$ cat config.mk
export PLATFORM = sky130hd
export DESIGN_NAME = gshare_branch_predictor_flat
export DESIGN_NICKNAME = d
export VERILOG_FILES = /design/src/rtl/gshare_branch_predictor_if.sv /design/src/rtl/gshare_branch_predictor.sv /design/src/flat_wrapper.sv
export SDC_FILE = /design/constraint.sdc
export NUM_CORES = 2
export LEC_CHECK = 0
export ABC_AREA = 1
export CAP_MARGIN = 20
export CORE_UTILIZATION = 45
export CTS_CLUSTER_DIAMETER = 50
export DETAILED_ROUTE_END_ITERATION = 10
export GPL_TIMING_DRIVEN = 0
export PLACE_DENSITY_LB_ADDON = 0.1
export SYNTH_ARGS = -nofsm -noshare
export SYNTH_HDL_FRONTEND = slang
export SYNTH_SLANG_ARGS = --single-unit
$ cat constraint.sdc
create_clock -name clk -period 5.84 [get_ports clk]
set_input_delay 1.168 -clock clk [delete_from_list [all_inputs] [get_ports clk]]
set_output_delay 1.168 -clock clk [all_outputs]
set_load 0.02 [all_outputs]
$ cat src/rtl/gshare_branch_predictor_if.sv
`default_nettype none
// ============================================================================
// Module      : gshare_branch_predictor_if
// Description : Fetch-side lookup bus and EX-side training bus for the
//               gshare/bimodal next-PC predictor.
// Revision    : 1.0  initial release
// ============================================================================
interface gshare_branch_predictor_if #(
  parameter int BHR_WIDTH = 5
);
  // Fetch lookup
  logic [31:0]          pc;
  logic [31:0]          next_pc;
  logic                 pred_taken;
  logic [BHR_WIDTH-1:0] pred_index;

  // EX resolution / training
  logic                 update_valid;
  logic                 update_is_jump;
  logic [31:0]          update_pc;
  logic [BHR_WIDTH-1:0] update_index;
  logic                 update_taken;
  logic [31:0]          update_target;

  // Pipeline side: drives fetch PC and resolved outcomes
  modport master (
    output pc, update_valid, update_is_jump, update_pc,
           update_index, update_taken, update_target,
    input  next_pc, pred_taken, pred_index
  );

  // Predictor side
  modport slave (
    input  pc, update_valid, update_is_jump, update_pc,
           update_index, update_taken, update_target,
    output next_pc, pred_taken, pred_index
  );
endinterface
`default_nettype wire

$ cat src/rtl/gshare_branch_predictor.sv
`default_nettype none
// ============================================================================
// Module      : gshare_branch_predictor
// Description : IF-stage next-PC predictor. Direct-mapped BTB plus a table of
//               2-bit saturating counters. Lookup is combinational; training
//               from EX is registered and visible one cycle later.
//               Optional macro GSHARE_PRED_EN: counter index is
//               pc ^ global history (gshare). Without it the predictor is
//               bimodal (index = pc bits, no history register).
// Revision    : 1.0  initial release
// ============================================================================
module gshare_branch_predictor #(
  parameter int BHR_WIDTH    = 5,
  parameter int BTB_IDX_BITS = 5
) (
  input  wire logic                      clk,
  input  wire logic                      reset,
  gshare_branch_predictor_if.slave       bus_if
);

  localparam int PHT_DEPTH = 1 << BHR_WIDTH;
  localparam int BTB_DEPTH = 1 << BTB_IDX_BITS;
  localparam int TAG_W     = 30 - BTB_IDX_BITS;

  localparam logic [1:0] CNT_STRONG_NT = 2'b00;
  localparam logic [1:0] CNT_WEAK_NT   = 2'b01;
  localparam logic [1:0] CNT_STRONG_T  = 2'b11;

  // Storage
  logic [1:0]          pht_q        [PHT_DEPTH];
  logic [BTB_DEPTH-1:0] btb_valid_q;
  logic [BTB_DEPTH-1:0] btb_jump_q;
  logic [TAG_W-1:0]    btb_tag_q    [BTB_DEPTH];
  logic [31:0]         btb_target_q [BTB_DEPTH];

  // History seen by the lookup (zero in the bimodal build)
  logic [BHR_WIDTH-1:0] w_hist;

  // Lookup-side decode
  logic [BTB_IDX_BITS-1:0] w_lk_btb_idx;
  logic [TAG_W-1:0]        w_lk_tag;
  logic [BHR_WIDTH-1:0]    w_lk_pht_idx;
  logic                    w_lk_hit;

  // Update-side decode
  logic [BTB_IDX_BITS-1:0] w_up_btb_idx;
  logic [TAG_W-1:0]        w_up_tag;
  logic [1:0]              cnt_cur;
  logic [1:0]              cnt_d;

  // Byte-offset bits of word-aligned PCs carry no information
  logic w_unused_bits;
  assign w_unused_bits = ^{bus_if.pc[1:0], bus_if.update_pc[1:0]};

`ifdef GSHARE_PRED_EN
  logic [BHR_WIDTH-1:0] bhr_q;
  logic [BHR_WIDTH-1:0] bhr_d;

  assign bhr_d  = {bhr_q[BHR_WIDTH-2:0], bus_if.update_taken};
  assign w_hist = bhr_q;

  // Non-speculative history: only resolved conditional branches shift in
  always_ff @(posedge clk) begin
    if (reset) begin
      bhr_q <= '0;
    end else if (bus_if.update_valid && !bus_if.update_is_jump) begin
      bhr_q <= bhr_d;
    end
  end
`else
  assign w_hist = '0;
`endif

  assign w_lk_btb_idx = bus_if.pc[BTB_IDX_BITS+1:2];
  assign w_lk_tag     = bus_if.pc[31:BTB_IDX_BITS+2];
  assign w_lk_pht_idx = bus_if.pc[BHR_WIDTH+1:2] ^ w_hist;
  assign w_lk_hit     = btb_valid_q[w_lk_btb_idx] &&
                        (btb_tag_q[w_lk_btb_idx] == w_lk_tag);

  // Zero-latency prediction from the current storage contents (no update bypass)
  always_comb begin
    bus_if.pred_index = w_lk_pht_idx;
    bus_if.pred_taken = w_lk_hit &&
                        (btb_jump_q[w_lk_btb_idx] || pht_q[w_lk_pht_idx][1]);
    bus_if.next_pc    = bus_if.pred_taken ? btb_target_q[w_lk_btb_idx]
                                          : (bus_if.pc + 32'd4);
  end

  assign w_up_btb_idx = bus_if.update_pc[BTB_IDX_BITS+1:2];
  assign w_up_tag     = bus_if.update_pc[31:BTB_IDX_BITS+2];
  assign cnt_cur      = pht_q[bus_if.update_index];

  // Saturating step of the counter being trained
  always_comb begin
    cnt_d = cnt_cur;
    if (bus_if.update_taken) begin
      if (cnt_cur != CNT_STRONG_T) cnt_d = cnt_cur + 2'd1;
    end else begin
      if (cnt_cur != CNT_STRONG_NT) cnt_d = cnt_cur - 2'd1;
    end
  end

  // Counter table: reset to weak-NT, trained only by conditional branches
  always_ff @(posedge clk) begin
    if (reset) begin
      for (int i = 0; i < PHT_DEPTH; i++) begin
        pht_q[i] <= CNT_WEAK_NT;
      end
    end else if (bus_if.update_valid && !bus_if.update_is_jump) begin
      pht_q[bus_if.update_index] <= cnt_d;
    end
  end

  // BTB valid/kind bits: any taken resolution claims its direct-mapped slot
  always_ff @(posedge clk) begin
    if (reset) begin
      btb_valid_q <= '0;
      btb_jump_q  <= '0;
    end else if (bus_if.update_valid && bus_if.update_taken) begin
      btb_valid_q[w_up_btb_idx] <= 1'b1;
      btb_jump_q[w_up_btb_idx]  <= bus_if.update_is_jump;
    end
  end

  // BTB payload: no reset needed, qualified by the valid bits
  always_ff @(posedge clk) begin
    if (!reset && bus_if.update_valid && bus_if.update_taken) begin
      btb_tag_q[w_up_btb_idx]    <= w_up_tag;
      btb_target_q[w_up_btb_idx] <= bus_if.update_target;
    end
  end

endmodule
`default_nettype wire

$ cat src/flat_wrapper.sv
// flat-port wrapper written by rule: the top's interface ports become plain ports
module gshare_branch_predictor_flat 
#(
  parameter int BHR_WIDTH    = 5,
  parameter int BTB_IDX_BITS = 5
)
  (clk, reset, bus_if_pc, bus_if_update_valid, bus_if_update_is_jump, bus_if_update_pc, bus_if_update_index, bus_if_update_taken, bus_if_update_target, bus_if_next_pc, bus_if_pred_taken, bus_if_pred_index);
  gshare_branch_predictor_if #(.BHR_WIDTH(BHR_WIDTH)) bus_if_i ();
  input  wire logic clk;
  input  wire logic reset;
  input wire logic [$bits(bus_if_i.pc)-1:0] bus_if_pc;
  input wire logic [$bits(bus_if_i.update_valid)-1:0] bus_if_update_valid;
  input wire logic [$bits(bus_if_i.update_is_jump)-1:0] bus_if_update_is_jump;
  input wire logic [$bits(bus_if_i.update_pc)-1:0] bus_if_update_pc;
  input wire logic [$bits(bus_if_i.update_index)-1:0] bus_if_update_index;
  input wire logic [$bits(bus_if_i.update_taken)-1:0] bus_if_update_taken;
  input wire logic [$bits(bus_if_i.update_target)-1:0] bus_if_update_target;
  output wire logic [$bits(bus_if_i.next_pc)-1:0] bus_if_next_pc;
  output wire logic [$bits(bus_if_i.pred_taken)-1:0] bus_if_pred_taken;
  output wire logic [$bits(bus_if_i.pred_index)-1:0] bus_if_pred_index;
  assign bus_if_i.pc = bus_if_pc;
  assign bus_if_i.update_valid = bus_if_update_valid;
  assign bus_if_i.update_is_jump = bus_if_update_is_jump;
  assign bus_if_i.update_pc = bus_if_update_pc;
  assign bus_if_i.update_index = bus_if_update_index;
  assign bus_if_i.update_taken = bus_if_update_taken;
  assign bus_if_i.update_target = bus_if_update_target;
  assign bus_if_next_pc = bus_if_i.next_pc;
  assign bus_if_pred_taken = bus_if_i.pred_taken;
  assign bus_if_pred_index = bus_if_i.pred_index;
  gshare_branch_predictor #(.BHR_WIDTH(BHR_WIDTH), .BTB_IDX_BITS(BTB_IDX_BITS)) u_core (.clk(clk), .reset(reset), .bus_if(bus_if_i));
endmodule
=== Word level (Yosys, flattened, before mapping) ===
Memory sizes are Yosys's and may differ from the RTL's.
Index checks and enable logic that the tools add are counted.

* Add/sub/neg operators: 3
* $lt $le $gt $ge: 3
* Eq/ne operators: 2
* Multiplexer cells: 21
* Bitwise logic cells: 1
* Reduce and logical (&&, ||, !) cells: 12

{| class="wikitable"
|+ Operators with widths
! cell !! number
|-
| adder 32 x 3 -> 32 bit (second input constant) || 1
|-
| bitwise mux 32 bit || 1
|-
| 2-to-1 mux 32 bit || 1
|-
| bitwise OR 32 bit || 1
|-
| == test 25 bit || 1
|-
| less-than comparator 5 x 6 -> 1 bit (second input constant) || 2
|-
| 2-to-1 mux 1 bit || 11
|-
| binary-select mux 1 bit (select 5 bit) || 2
|-
| 2-to-1 mux 2 bit || 4
|-
| logical AND 1 bit || 7
|-
| demux 1 bit (select 5 bit) || 1
|-
| greater-or-equal comparator 5 x 1 -> 1 bit (second input constant) || 1
|-
| 2-to-1 mux 5 bit || 1
|-
| adder 2 x 1 -> 2 bit (second input constant) || 1
|-
| logical NOT 1 bit || 2
|-
| inequality test 2 bit (second input constant) || 1
|-
| nonzero test 2 bit || 1
|-
| OR reduction 2 bit || 1
|-
| subtractor 2 x 1 -> 2 bit (second input constant) || 1
|-
| logical OR 1 bit || 1
|}

* Flip-flop bits (word level): 64
* Memory bits (writable): 1888
* Input port bits: 106
* Output and inout bits: 38
* Logic and storage cells: 47
* Memories kept: 3

{| class="wikitable"
|+ Memory list
! name !! depth !! width !! read ports !! clocked after Yosys merged registers in !! wr ports !! line !! source
|-
| u_core.btb_target_q || 32 || 32 || 1 || 0 || 1 || gshare_branch_predictor.sv:34 || <nowiki>logic [31:0] btb_target_q [BTB_DEPTH];</nowiki>
|-
| u_core.btb_tag_q || 32 || 25 || 1 || 0 || 1 || gshare_branch_predictor.sv:33 || <nowiki>logic [TAG_W-1:0] btb_tag_q [BTB_DEPTH];</nowiki>
|-
| u_core.pht_q || 32 || 2 || 2 || 0 || 32 || gshare_branch_predictor.sv:30 || <nowiki>logic [1:0] pht_q [PHT_DEPTH];</nowiki>
|}

=== Depth between registers and ports, before layout ===
* Depth after elaboration: 7
* Gate-level depth with buffers: 25
* Depth with buffers taken out: 21

=== Least setup slack after synthesis ===
Ideal clock, no wire load.

* Path type: in2reg
* From: input bus_if_update_valid
* To: memory u_core.btb_tag_q[12][0] in the netlist's numbering (enable)
* Library setup time: 472 ps
* Arrival: 4131 ps
* Required time: 5368 ps
* Setup slack: 1237 ps
* Stages on the path: 6
* Buffers on the path: 0
* Path through: nand2_1 -> inv_1 -> nand3_1 -> nor2_1 -> inv_1 -> nor2_1

* Longest elaborated chain between the ends: 4

{| class="wikitable"
|+ RTL lines
! what !! line !! source
|-
| start: declaration || flat_wrapper.sv:12 || <nowiki>input wire logic [$bits(bus_if_i.update_valid)-1:0] bus_if_update_valid;</nowiki>
|-
| logical AND 1 bit (2 in a row) || gshare_branch_predictor.sv:127 || <nowiki>if (!reset && bus_if.update_valid && bus_if.update_taken) begin</nowiki>
|-
| 2-to-1 mux 1 bit || gshare_branch_predictor.sv:127 ||
|-
| 2-to-1 mux 1 bit (not written as such) || gshare_branch_predictor.sv:128 || <nowiki>btb_tag_q[w_up_btb_idx] <= w_up_tag;</nowiki>
|-
| end: declaration || gshare_branch_predictor.sv:33 ||
|}

Every way passes these cells.

=== Worst setup path after layout ===
* From: input bus_if_pc[3]
* To: output bus_if_next_pc[0]

* Longest elaborated chain between the ends: 5
* Elaborated cells between the ends (all ways): 12
* Those cells by class: eq/ne: 1; mux: 5; reduce/logical: 3; memory: 3

{| class="wikitable"
|+ RTL lines
! what !! line !! source
|-
| start: declaration || flat_wrapper.sv:11 || <nowiki>input wire logic [$bits(bus_if_i.pc)-1:0] bus_if_pc;</nowiki>
|-
| memory (32 x 25 bit), or another cell as far along || n/a ||
|-
| == test 25 bit, or another cell as far along || gshare_branch_predictor.sv:78 || <nowiki>(btb_tag_q[w_lk_btb_idx] == w_lk_tag);</nowiki>
|-
| logical AND 1 bit or logical OR 1 bit (tied branches) || gshare_branch_predictor.sv:77, gshare_branch_predictor.sv:84 ||
|-
| logical AND 1 bit || gshare_branch_predictor.sv:83 || <nowiki>bus_if.pred_taken = w_lk_hit &&</nowiki>
|-
| 2-to-1 mux 32 bit * || gshare_branch_predictor.sv:85 || <nowiki>bus_if.next_pc = bus_if.pred_taken ? btb_target_q[w_lk_btb_idx]</nowiki>
|-
| end: declaration || flat_wrapper.sv:18 || <nowiki>output wire logic [$bits(bus_if_i.next_pc)-1:0] bus_if_next_pc;</nowiki>
|}

Every way passes the cells marked *; elsewhere a longest branch is shown, timed or not. The select of a mux whose other input is x is not followed.

==> flow_summary.json <==
{
  "syn-num-nets": 6576,
  "switching_share": 0.241,
  "critPathRequiredTime_ns": 4.67,
  "internal_power_mw": 23.4,
  "vdd_drop_max_uv": 321,
  "fp.dieH_um": 421,
  "wl_per_cell_um": 32.9,
  "clk_pin_slew_worst_paths_ns": 0.06,
  "tightest_slew_ns": 1.19,
  "dr_total_vias": 56397,
  "hpwl_um": 215000,
  "arrival_ns": 4.68,
  "yosysSeqAreaShare": 0.735,
  "power_density_nw_per_um2": 326,
  "setup_viol": 1,
  "multi_input_area_um2": 18200,
  "grt_setup_unrepaired": "false",
  "max_freq_ghz": 0.171,
  "synth_area_per_cell_um2": 12.2,
  "finalCriticalPeriod_ns": 5.85,
  "port_buffers": 134,
  "io_pins": 144,
  "cp_common_cell": "buf_8",
  "slowest_stage": "dlygate4sd2_1",
  "crit_fanout": 10,
  "skew_ns": 0.0187,
  "ant_nets": 0,
  "path_cells": "clkdlybuf4s15_2 > buf_8 > nand2_4 > inv_2 > buf_8 > buf_8 > buf_6 > buf_8 > nand2_1 > nand2_1 > a21oi_1 > a31oi_1 > o21a_1 > o31ai_2 > nand2_2 > nand3_1 > nand2_1 > dlygate4sd2_1",
  "r2r_slack_ns": 3.25,
  "die_w_um": 421,
  "area.sequential_um2": 58000,
  "cp_slowest_stage_delay_ns": 0.34,
  "fin_area_um2": 94700,
  "synth_edf_count": 1888,
  "crit_start": "bus_if_pc[3]",
  "drc": 0,
  "rows": 153,
  "dieArea_um2": 177000,
  "dpl_worst_slack_ns": -2.46,
  "final_core_util": 0.544,
  "setup.worst_path.start_class": "primary input",
  "design.core.area_um2": 174000,
  "placed_area_um2": 86200,
  "setup_tns_ns": -0.0129,
  "track_usage": 0.350,
  "min-delay-start": "u_core.btb_valid_q[5]$_SDFFE_PP0P_",
  "combPwrFrac": 0.078,
  "hold_violations": 0,
  "status": "complete, but fails checks",
  "slew_headroom": 0.206,
  "maxSlewViolCount": 0,
  "synth_cells": 6469,
  "end_kind": "output pin",
  "violations": "negative setup slack",
  "grt_pass1_wl_um": 421000,
  "drt_first_iter_violations": 7811,
  "htree_levels": 4,
  "cts-root-buf": "clkbuf_16",
  "globalplace.congestion": 0.917,
  "setup_slack_ns": -0.0129,
  "cellLeakagePower_nw": 33.7,
  "worst-path-buf-inv": 8,
  "hp-class": "reg2reg",
  "whs_ns": 0.458,
  "drive_gt1_frac": 0.133,
  "mostFrequentLayoutCell": "edfxtp_1",
  "r2r-start": "u_core.pht_q[19][1]$_SDFFCE_PN0P_",
  "drv_cap": 0,
  "antenna_found_initial": 22,
  "via_per_inst": 5.94,
  "yosys_warnings": 0,
  "synthFlopType": "edfxtp_1",
  "cts_tree": "yes",
  "async_flop_share": 0,
  "p_sw_mw": 7.43,
  "grt_overflow_total": 0,
  "areaGrowthSynthToFinish_pct": 20.1,
  "cts-buffers-inserted": 212,
  "critPathKind": "in2out",
  "period_share": 1.00,
  "ys_seq_elements": 1952,
  "grt_pass1_vias": 52355,
  "fin_nets": 7086,
  "synth_area_um2": 78900,
  "clk_latency_ns": 0.87,
  "cts_buffer_depth": 3,
  "grt_start_max_net_pins": 33,
  "route.final.wire_length_um": 313000,
  "layout_common_cells": "1888 x edfxtp_1, 1527 x nand2_1, 523 x nor2_1, 410 x inv_1, 375 x nand3_1",
  "clkPwrFrac": 0.421,
  "synth_cell_types": 52,
  "start_util": 0.453,
  "crit_family": "buffers and inverters",
  "p_seq_frac": 0.501,
  "nFillCells": 14656,
  "cts.sinks": 1952,
  "dr.pass1.iters": 6
}
==> power groups by stage <==
stage / registers (mW) / clock network, mW / logic (mW)
detailed placement: 15.7 / 0 / 2.20
finish: 15.4 / 13.0 / 2.41
CTS: 15.4 / 13.0 / 2.28
global placement: 15.7 / 0 / 2.11
floorplan: 15.7 / 0 / 0.946
global route: 15.4 / 13.5 / 2.48
==> cell families (layout without fill, tap and decap cells) <==
family	count (synthesis)	after routing	share of synthesized area
buffers and inverters	787	1468	0.0417
adders and majority gates	1	1	0.000159
other	0	18	0
and+or+nand+nor	2706	2706	0.141
xor gates and xnor gates	28	28	0.00311
DFF	1952	1952	0.735
AOI/OAI and AO/OA	995	995	0.0790
==> path summary, 6_finish.rpt <==
kind,to,cells after the start
setup / recovery,bus_if_next_pc[0],18
hold / removal,u_core.btb_valid_q[5]$_SDFFE_PP0P_,2
setup reg to reg,u_core.pht_q[26][1]$_SDFFCE_PN0P_,10
hold reg to reg,u_core.btb_valid_q[5]$_SDFFE_PP0P_,2
==> metrics by stage <==
step	instances	power (mW)
after detailed placement	9061	17.9
final	9493	30.8
after CTS	9450	30.7
after floorplan	6469	16.7
after global routing	9489	31.4
after global placement	8928	17.9
==> final cells by class <==
class | count | share of cell area
Clock inverter | 129 | 0.0114
Clock buffer | 256 | 0.0582
Antenna cell | 18 | 0.000476
Timing Repair Buffer | 296 | 0.0500
Sequential cell | 1952 | 0.612
Tap cell | 2325 | 0.0307
Buffer | 368 | 0.0283
Inverter | 419 | 0.0167
Multi-Input combinational cell | 3730 | 0.192
==> layer usage <==
metal / global-route usage / up-vias / wire length (um)
li1: - / 24030 / -
met1: 0.432 / 27979 / 113000
met2: 0.571 / 3555 / 149000
met3: 0.0659 / 823 / 29900
met4: 0.216 / 10 / 20800
met5: 0 / - / 64
==> worst min-delay path, cell delays in order, from the launching register on <==
cell	delay, ns
dfxtp_1	0.29
inv_1	0.06
a21oi_1	0.06
==> cells in the mapped netlist, types with 3 or more instances <==
cell / number / area [um^2]
o21a_1: 31 / 233
o21ai_1: 26 / 130
o31ai_1: 11 / 82.6
o211ai_1: 40 / 300
buf_1: 60 / 225
nand2_2: 3 / 18.8
buf_4: 22 / 165
o21bai_1: 3 / 22.5
inv_2: 4 / 15.0
o22ai_1: 3 / 18.8
nand2_1: 1562 / 5860
inv_1: 410 / 1540
buf_6: 8 / 90.1
a22o_1: 25 / 219
clkinv_1: 4 / 15.0
o21ai_0: 253 / 1270
a31o_2: 19 / 166
nor3_1: 35 / 175
nor2_4: 4 / 45.0
nor2_1: 584 / 2190
a221oi_1: 8 / 70.1
nand4_1: 110 / 688
edfxtp_1: 1888 / 56700
clkbuf_1: 124 / 465
a41oi_1: 8 / 70.1
nand3_1: 377 / 1890
dfxtp_1: 64 / 1280
buf_2: 154 / 771
xor2_1: 27 / 236
a21oi_1: 243 / 1220
a211o_1: 6 / 52.6
or3_1: 4 / 25.0
a31oi_1: 19 / 119
a211oi_1: 24 / 180
a22oi_1: 271 / 2030
or2_2: 10 / 62.6
==> flip-flops by register name (all words and copies together) (netlist names) <==
| name | count |
|---|---|
| u_core.btb_target_q | 1024 |
| u_core.btb_valid_q | 32 |
| u_core.btb_tag_q | 800 |
| u_core.btb_jump_q | 32 |
| u_core.pht_q | 64 |
==> what timing repair did <==
item,4_1_cts,5_1_grt
gates resized for setup,547,113
endpoints found under the setup margin,33,31
hold buffers,0,0
setup buffers,4,0
pin swaps,12,3
gates cloned,0,0
Power figures use the tool's default switching activity.
